<file path="src/rtl/led_bank_if.sv">
// Instruction bus shared by the peripherals: a 12-bit instruction word plus its valid strobe.
// The master drives the bus and the peripheral consumes it through the slave modport.
interface led_bank_if;
  logic [11:0] inst;
  logic        inst_en;

  modport master (output inst, output inst_en);
  modport slave  (input  inst, input  inst_en);
endinterface

</file>
<file path="src/rtl/led_bank.sv">
// Instruction-driven 8-bit LED bank with a per-bit hardware blink timed by an internal prescaler.
// Optional build macro LEDBANK_ERROR_OUT_EN adds an 'error' output that is high while in Error.
module led_bank #(
  parameter int BlinkWait = 25000000,
  parameter int BlinkSize = 25
) (
  input  logic        clock,
  input  logic        reset,
  led_bank_if.slave   bus,
  output logic [7:0]  leds
`ifdef LEDBANK_ERROR_OUT_EN
  ,
  output logic        error
`endif
);

  typedef enum logic [1:0] {
    ST_RESET = 2'd0,
    ST_READY = 2'd1,
    ST_ERROR = 2'd2
  } state_e;

  localparam logic [3:0] OpNop = 4'h0;
  localparam logic [3:0] OpLdv = 4'h1;
  localparam logic [3:0] OpLdb = 4'h2;
  localparam logic [3:0] OpTgl = 4'h3;
  localparam logic [3:0] OpClr = 4'h4;

  localparam logic [BlinkSize-1:0] WrapCount = BlinkSize'(BlinkWait - 1);

  state_e               state_q, state_d;
  logic [7:0]           value_q, value_d;
  logic [7:0]           mask_q, mask_d;
  logic [BlinkSize-1:0] prescaler_q, prescaler_d;
  logic                 phase_q, phase_d;

  logic [3:0] opcode;
  logic [7:0] imm;

  assign opcode = bus.inst[11:8];
  assign imm    = bus.inst[7:0];

  always_comb begin
    state_d     = state_q;
    value_d     = value_q;
    mask_d      = mask_q;
    prescaler_d = prescaler_q;
    phase_d     = phase_q;

    case (state_q)
      ST_RESET: begin
        state_d     = ST_READY;
        value_d     = 8'h00;
        mask_d      = 8'h00;
        prescaler_d = '0;
        phase_d     = 1'b0;
      end

      ST_READY: begin
        // The prescaler step is computed first so an instruction issued on the
        // wrap cycle still sees the new phase, and CLR below can override it.
        if (prescaler_q == WrapCount) begin
          prescaler_d = '0;
          phase_d     = ~phase_q;
        end else begin
          prescaler_d = prescaler_q + BlinkSize'(1);
        end

        if (bus.inst_en) begin
          case (opcode)
            OpNop: ;
            OpLdv: value_d = imm;
            OpLdb: mask_d  = imm;
            OpTgl: value_d = value_q ^ imm;
            OpClr: begin
              value_d     = 8'h00;
              mask_d      = 8'h00;
              prescaler_d = '0;
              phase_d     = 1'b0;
            end
            default: begin
              state_d     = ST_ERROR;
              value_d     = 8'h00;
              mask_d      = 8'h00;
              prescaler_d = '0;
              phase_d     = 1'b0;
            end
          endcase
        end
      end

      // Error is sticky, and the unused encoding collapses into it.
      default: begin
        state_d     = ST_ERROR;
        value_d     = 8'h00;
        mask_d      = 8'h00;
        prescaler_d = '0;
        phase_d     = 1'b0;
      end
    endcase
  end

  always_ff @(posedge clock) begin
    if (reset) begin
      state_q     <= ST_RESET;
      value_q     <= 8'h00;
      mask_q      <= 8'h00;
      prescaler_q <= '0;
      phase_q     <= 1'b0;
    end else begin
      state_q     <= state_d;
      value_q     <= value_d;
      mask_q      <= mask_d;
      prescaler_q <= prescaler_d;
      phase_q     <= phase_d;
    end
  end

  assign leds = value_q & ~(mask_q & {8{phase_q}});

`ifdef LEDBANK_ERROR_OUT_EN
  assign error = (state_q != ST_RESET) && (state_q != ST_READY);
`endif

endmodule
</file>
<file path="src/flat_wrapper.sv">
// flat-port wrapper written by rule: the top's interface ports become plain ports
module led_bank_flat 
#(
  parameter int BlinkWait = 25000000,
  parameter int BlinkSize = 25
)
  (clock, reset, leds, bus_inst, bus_inst_en);
  led_bank_if bus_i ();
  input  logic clock;
  input  logic reset;
  output logic [7:0] leds;
  input wire logic [$bits(bus_i.inst)-1:0] bus_inst;
  input wire logic [$bits(bus_i.inst_en)-1:0] bus_inst_en;
  assign bus_i.inst = bus_inst;
  assign bus_i.inst_en = bus_inst_en;
  led_bank #(.BlinkWait(BlinkWait), .BlinkSize(BlinkSize)) u_core (.clock(clock), .reset(reset), .bus(bus_i), .leds(leds));
endmodule
</file>
<file path="config.mk">
export PLATFORM = sky130hd
export DESIGN_NAME = led_bank_flat
export DESIGN_NICKNAME = d
export VERILOG_FILES = /design/src/rtl/led_bank_if.sv /design/src/rtl/led_bank.sv /design/src/flat_wrapper.sv
export SDC_FILE = /design/constraint.sdc
export NUM_CORES = 1
export LEC_CHECK = 0
export BUFFER_PORTS_ARGS = -buffer_cell sky130_fd_sc_hd__buf_2
export CORE_AREA = 2 2 68 70
export DETAILED_ROUTE_END_ITERATION = 12
export DIE_AREA = 0 0 70 72
export GPL_TIMING_DRIVEN = 0
export PLACE_DENSITY = 0.69
export SETUP_SLACK_MARGIN = 0.3
export SLEW_MARGIN = 0
export SYNTH_ARGS = -nofsm -noshare
export SYNTH_HDL_FRONTEND = slang
export SYNTH_SLANG_ARGS = --single-unit
</file>
<file path="constraint.sdc">
create_clock -name clock -period 2.6 [get_ports clock]
set_input_delay 0.52 -clock clock [delete_from_list [all_inputs] [get_ports clock]]
set_output_delay 0.52 -clock clock [all_outputs]
set_load 0.05 [all_outputs]
</file>
# --- After elaboration in Yosys (flattened, before gate mapping) ---
# Cells that the tools add are included.
# W data, S select, Z words.
totals:
  regBits: 44
  input_bits: 15
  out_inout_bits: 8
  word_cells: 43
classes:
  addsub: 1
  n_eq_ne: 8
  n_mux: 11
  bitwise: 8
  n_reduce_logical: 10
ops:
  columns: ["op", "count"]
  rows:
  - ["$mux W25", 3]
  - ["$add A25 B1 Y25 const B", 1]
  - ["$eq A25 B25 Y1 const B", 1]
  - ["$pmux W8 S3", 1]
  - ["$and A8 B8 Y8", 2]
  - ["$pmux W8 S2", 1]
  - ["$eq A4 B2 Y1 const B", 2]
  - ["$not A8 Y8", 1]
  - ["$xor A8 B8 Y8", 1]
  - ["$reduce_and A2 Y1", 3]
  - ["$reduce_or A5 Y1", 1]
  - ["$eq A4 B1 Y1 const B", 1]
  - ["$eq A4 B3 Y1 const B", 1]
  - ["$logic_not A4 Y1", 1]
  - ["$mux W2", 2]
  - ["$ne A2 B2 Y1 const B", 2]
  - ["$not A1 Y1", 4]
  - ["$pmux W2 S2", 1]
  - ["$reduce_or A2 Y1", 2]
  - ["$reduce_or A4 Y1", 1]
  - ["$mux W1", 3]
  - ["$reduce_or A3 Y1", 1]
  - ["$eq A2 B1 Y1 const B", 1]
  - ["$logic_not A2 Y1", 1]

# --- Depth between registers and ports, before layout ---
depth:
  word_depth: 5
  ltp_mapped: 6
  ltp_nobuf: 5

# --- Worst setup path before layout ---
# OpenSTA, ideal clock, no wires.
synth_timing:
  path_type: "flip-flop to output port"
  start: "reg u_core.value_q[0]"
  end: "out leds[0]"
  arrival_ps: 1508
  t_required_ps: 2080
  path_slack_ps: 572
  stages_incl_launch_ff: 2
  path_buffers: 0
  path_cell_list: "dfxtp_1 a21boi_0"
synth_via:
  elab_chain_len: 1
synth_rtl:
  columns: ["element", "line", "rtl"]
  rows:
  - ["start, declared", "led_bank.sv:32", "logic [7:0] value_q, value_d;"]
  - ["start signal, assigned", "led_bank.sv:112", "value_q <= value_d;"]
  - ["$and A8 B8 Y8", "led_bank.sv:119", "assign leds = value_q & ~(mask_q & {8{phase_q}});"]
  - ["end, declared", "flat_wrapper.sv:11", "output logic [7:0] leds;"]
# No other way between the ends.

# --- Final worst setup path ---
layout_timing:
  start: "reg u_core.prescaler_q[0]"
  end: "reg u_core.prescaler_q[16]"
layout_via:
  elab_chain_len: 4
  elab_cells_between_ends: 5
  classes_between: "add/sub: 1; eq/ne: 1; mux: 3"
layout_rtl:
  columns: ["element", "line", "rtl"]
  rows:
  - ["start, declared", "led_bank.sv:34", "logic [BlinkSize-1:0] prescaler_q, prescaler_d;"]
  - ["start signal, assigned", "led_bank.sv:114", "prescaler_q <= prescaler_d;"]
  - ["$add A25 B1 Y25 / $eq A25 B25 Y1 (equally long branches)", "led_bank.sv:66, led_bank.sv:62", null]
  - ["$mux W25 *", "led_bank.sv:62", "if (prescaler_q == WrapCount) begin"]
  - ["$mux W25", "led_bank.sv:70", "case (opcode)"]
  - ["$mux W25 *", "led_bank.sv:69", "if (bus.inst_en) begin"]
# Mark *: on every way between the ends. The rest lies on a longest branch, timed or not.
# A chain may end at the register's enable or synchronous reset.

==> qor.txt <==
outcome -> completed
Hold Crit Start -> reset
vias -> 1862
fmax -> 0.469 GHz
Min-Delay Endpoint -> u_core.state_q[1]
remaining antenna violation count after routing -> 0
Most used DFF post-synth -> dfxtp_1
largest net degree at the start of global routing -> 14
CTS tree -> built
VDD IR max -> 0.000304 V
Reg power frac -> 51.4%
P_int -> 1.04 mW
I/O Pins -> 23
Comb power frac -> 5.8%
Mapped Area -> 0.00211 mm2
Hold Violations, Final -> 0
clk buf depth -> 2
min cycle time layout -> 2.13 ns
GRT met2 Usage -> 29.8%
unrepaired setup endpoints after global routing -> false
Largest stage delay, worst path -> 0.63 ns
RR Startpoint -> u_core.prescaler_q[0]
DRC errors left -> 0
Sw Ratio -> 21.3%
diodes inserted -> 0
power share of the clock group -> 42.8%
Pwr Density -> 549 mW/mm2
slew margin rel. -> 56.7%
Distinct cells, synth -> 36
Yosys reg bits -> 44
HPWL reported at the end of detailed placement -> 3050 um
Psw -> 283 uW
Post-synth EDFFs -> 0
Cells after Synth -> 248
Tot GR Track Use -> 19.3%
Worst path top cell family by delay -> simple AND/OR/NAND/NOR gates
IO buf count -> 22
vias in the first global route -> 1770
maxcap violations -> 0
Worst Hold Class -> in2reg
Crit-path slowest cell -> or4_1
Seq/Total Area, Yosys -> 41.8%
P&R area growth vs syn -> 14.5%
GR met3 Demand/Resource -> 4.86%
htree depth -> 2
# rows -> 24
total routed wirelength -> 4380 um
clk_lat worst skew -> 0.30 ns
commonest non-fill, non-tap cells in the layout -> dfxtp_1 (44), buf_2 (23), nor2_1 (22)
P_leak -> 0.746 nW
fin area -> 0.00241 mm2
WP data required -> 2.83 ns
ranking of synthesized cells by area -> dfxtp_1 (42%), a21oi_1 (5.0%), o21ai_0 (4.0%)
Async S/R FF share, synth -> 0%
critical-path cell list -> ha_1, nand2_1, or4_1, clkbuf_2, or3_1, a21oi_1
crit path DAT -> 2.36 ns
Core Footprint -> 0.00426 mm2
commonest non-fill, non-tap cell in the layout -> dfxtp_1
Post-Syn Nets -> 264
Bufs and invs on worst path -> 1
Synth top area share -> 41.8%
CP Capture Type -> register
Final period util -> 82.0%
Hold Path Stages -> 2
Clock Pin Slew Worst Setup and Hold Paths -> 0.08 ns
first drt pass iteration count -> 4
Setup TNS -> 0 ns
Via density -> 5.64
Worst Path Class, Setup -> reg2reg
Routed WL per cell -> 13.3 um
Final Max Slew Viols -> 0
met1 track demand over resource -> 25.7%
die width -> 70 um
Clock Tree Root -> clkbuf_8
area leader, netlist -> dfxtp_1
setup slack, reg-to-reg -> 0.47 ns
reg2reg path depth -> 6
gpl congestion -> 0.788
CP max FO -> 10
synthesized area per cell -> 8.50 um2
endpoints failing setup -> 0
Die Height -> 72 um
Die ar. -> 0.00504 mm2
actual slew at the worst max-slew pin -> 0.645 ns
Initial Util -> 49.4%
Post-DP Area -> 0.00228 mm2
Nets -> 293
1st-iter DRT viols -> 111
crit start category -> register
CTS Buf Count -> 5
clock sinks -> 44
share of cells above drive strength 1 -> 15.1%
Reg2Reg Capture Point -> u_core.prescaler_q[16]
Layout Skew -> 0.00722 ns
Yosys warnings -> 0
gr busiest metal -> met2
gr ovfl total -> 0
Post-CTS Setup Repair Bufs -> 0
first-pass GRT wire length -> 7830 um
initial antenna violation count -> 0
==> cell usage after synthesis, types with 2 or more instances <==
| master | count |
|---|---|
| xor2_1 | 2 |
| clkbuf_1 | 9 |
| buf_2 | 2 |
| nor2_1 | 22 |
| a21oi_1 | 21 |
| xnor2_1 | 8 |
| or3_1 | 8 |
| or4_4 | 2 |
| mux2i_1 | 8 |
| nand3_1 | 16 |
| and3_1 | 3 |
| nor2b_1 | 10 |
| nor4_1 | 2 |
| o31ai_1 | 6 |
| o21ai_0 | 17 |
| a22oi_1 | 8 |
| a21boi_0 | 9 |
| or3b_2 | 2 |
| nand2_1 | 10 |
| nand4_1 | 3 |
| dfxtp_1 | 44 |
| or4_1 | 7 |
| nor3_1 | 4 |
| a31oi_1 | 9 |
| inv_1 | 5 |
==> routing by layer <==
| metal | wire length, um | share of wire, % |
|---|---|---|
| met2 | 1910 | 44 |
| met5 | 0 | 0 |
| met3 | 164 | 3.7 |
| met1 | 2220 | 51 |
| met4 | 91 | 2.1 |
==> stage by stage <==
| stage | power [mW] | std cells | utilization, % | hold WS (ns) | setup slack, ns |
|---|---|---|---|---|---|
| after floorplan | 0.742 | 248 | - | 0.426 | 0.572 |
| after global placement | 0.773 | 322 | 53.5 | 0.441 | 0.426 |
| after detailed placement | 0.773 | 322 | 53.5 | 0.447 | 0.440 |
| after CTS | 1.34 | 330 | 56.5 | 0.385 | 0.419 |
| after global routing | 1.38 | 330 | 56.6 | 0.393 | 0.330 |
| final | 1.33 | 330 | 56.6 | 0.389 | 0.469 |
==> registers in the layout, indices dropped and copies added (netlist names) <==
signal / count
u_core.prescaler_q: 25
u_core.mask_q: 8
u_core.value_q: 8
u_core.state_q: 2
u_core.phase_q: 1
==> timing repair <==
| action | in CTS | in global routing |
|---|---|---|
| endpoints found under the setup margin | 0 | 5 |
| hold buffers | 0 | 0 |
| resized for setup | 0 | 3 |
==> power by group through the flow <==
stage	Clock, mW	Sequential [mW]	Combinational [mW]
3_5_place_dp	0	0.697	0.0766
4_1_cts	0.580	0.681	0.0770
5_1_grt	0.614	0.682	0.0866
3_3_place_gp	0	0.697	0.0761
6_report	0.568	0.681	0.0768
2_1_floorplan	0	0.696	0.0459
==> cell families after synthesis <==
group                    after synthesis  synth area share (%)
buffers and inverters                 17                  3.50
flip-flops                            44                  41.8
XOR/XNOR                              10                  4.16
AND/OR/NAND/NOR                       95                  25.2
AO/OA/AOI/OAI                         73                  21.0
adder cells (fa/ha/maj)                1                 0.594
multiplexers                           8                  3.80
==> layout make-up <==
cell class / instances / area (um2)
inverter: 5 / 18.8
timing repair buffer: 22 / 110
multi-input combinational: 187 / 1150
clock inverter: 1 / 30.0
tap: 52 / 65.1
buffer: 12 / 58.8
fill: 411 / 1850
clock buffer: 7 / 96.3
sequential: 44 / 881
==> worst max path at each step <==
| stage | start | end | slack [ns] | cells past startpoint |
|---|---|---|---|---|
| after floorplan | u_core.value_q[0] | leds[0] | 0.57 | 1 |
| after global placement | reset | u_core.prescaler_q[24] | 0.43 | 7 |
| after detailed placement | u_core.prescaler_q[0] | u_core.prescaler_q[16] | 0.44 | 6 |
| after CTS | u_core.prescaler_q[0] | u_core.prescaler_q[16] | 0.42 | 6 |
| after global routing | u_core.prescaler_q[0] | u_core.prescaler_q[18] | 0.33 | 6 |
| final | u_core.prescaler_q[0] | u_core.prescaler_q[16] | 0.47 | 6 |
Note: power is estimated with default switching activity, not from simulation.
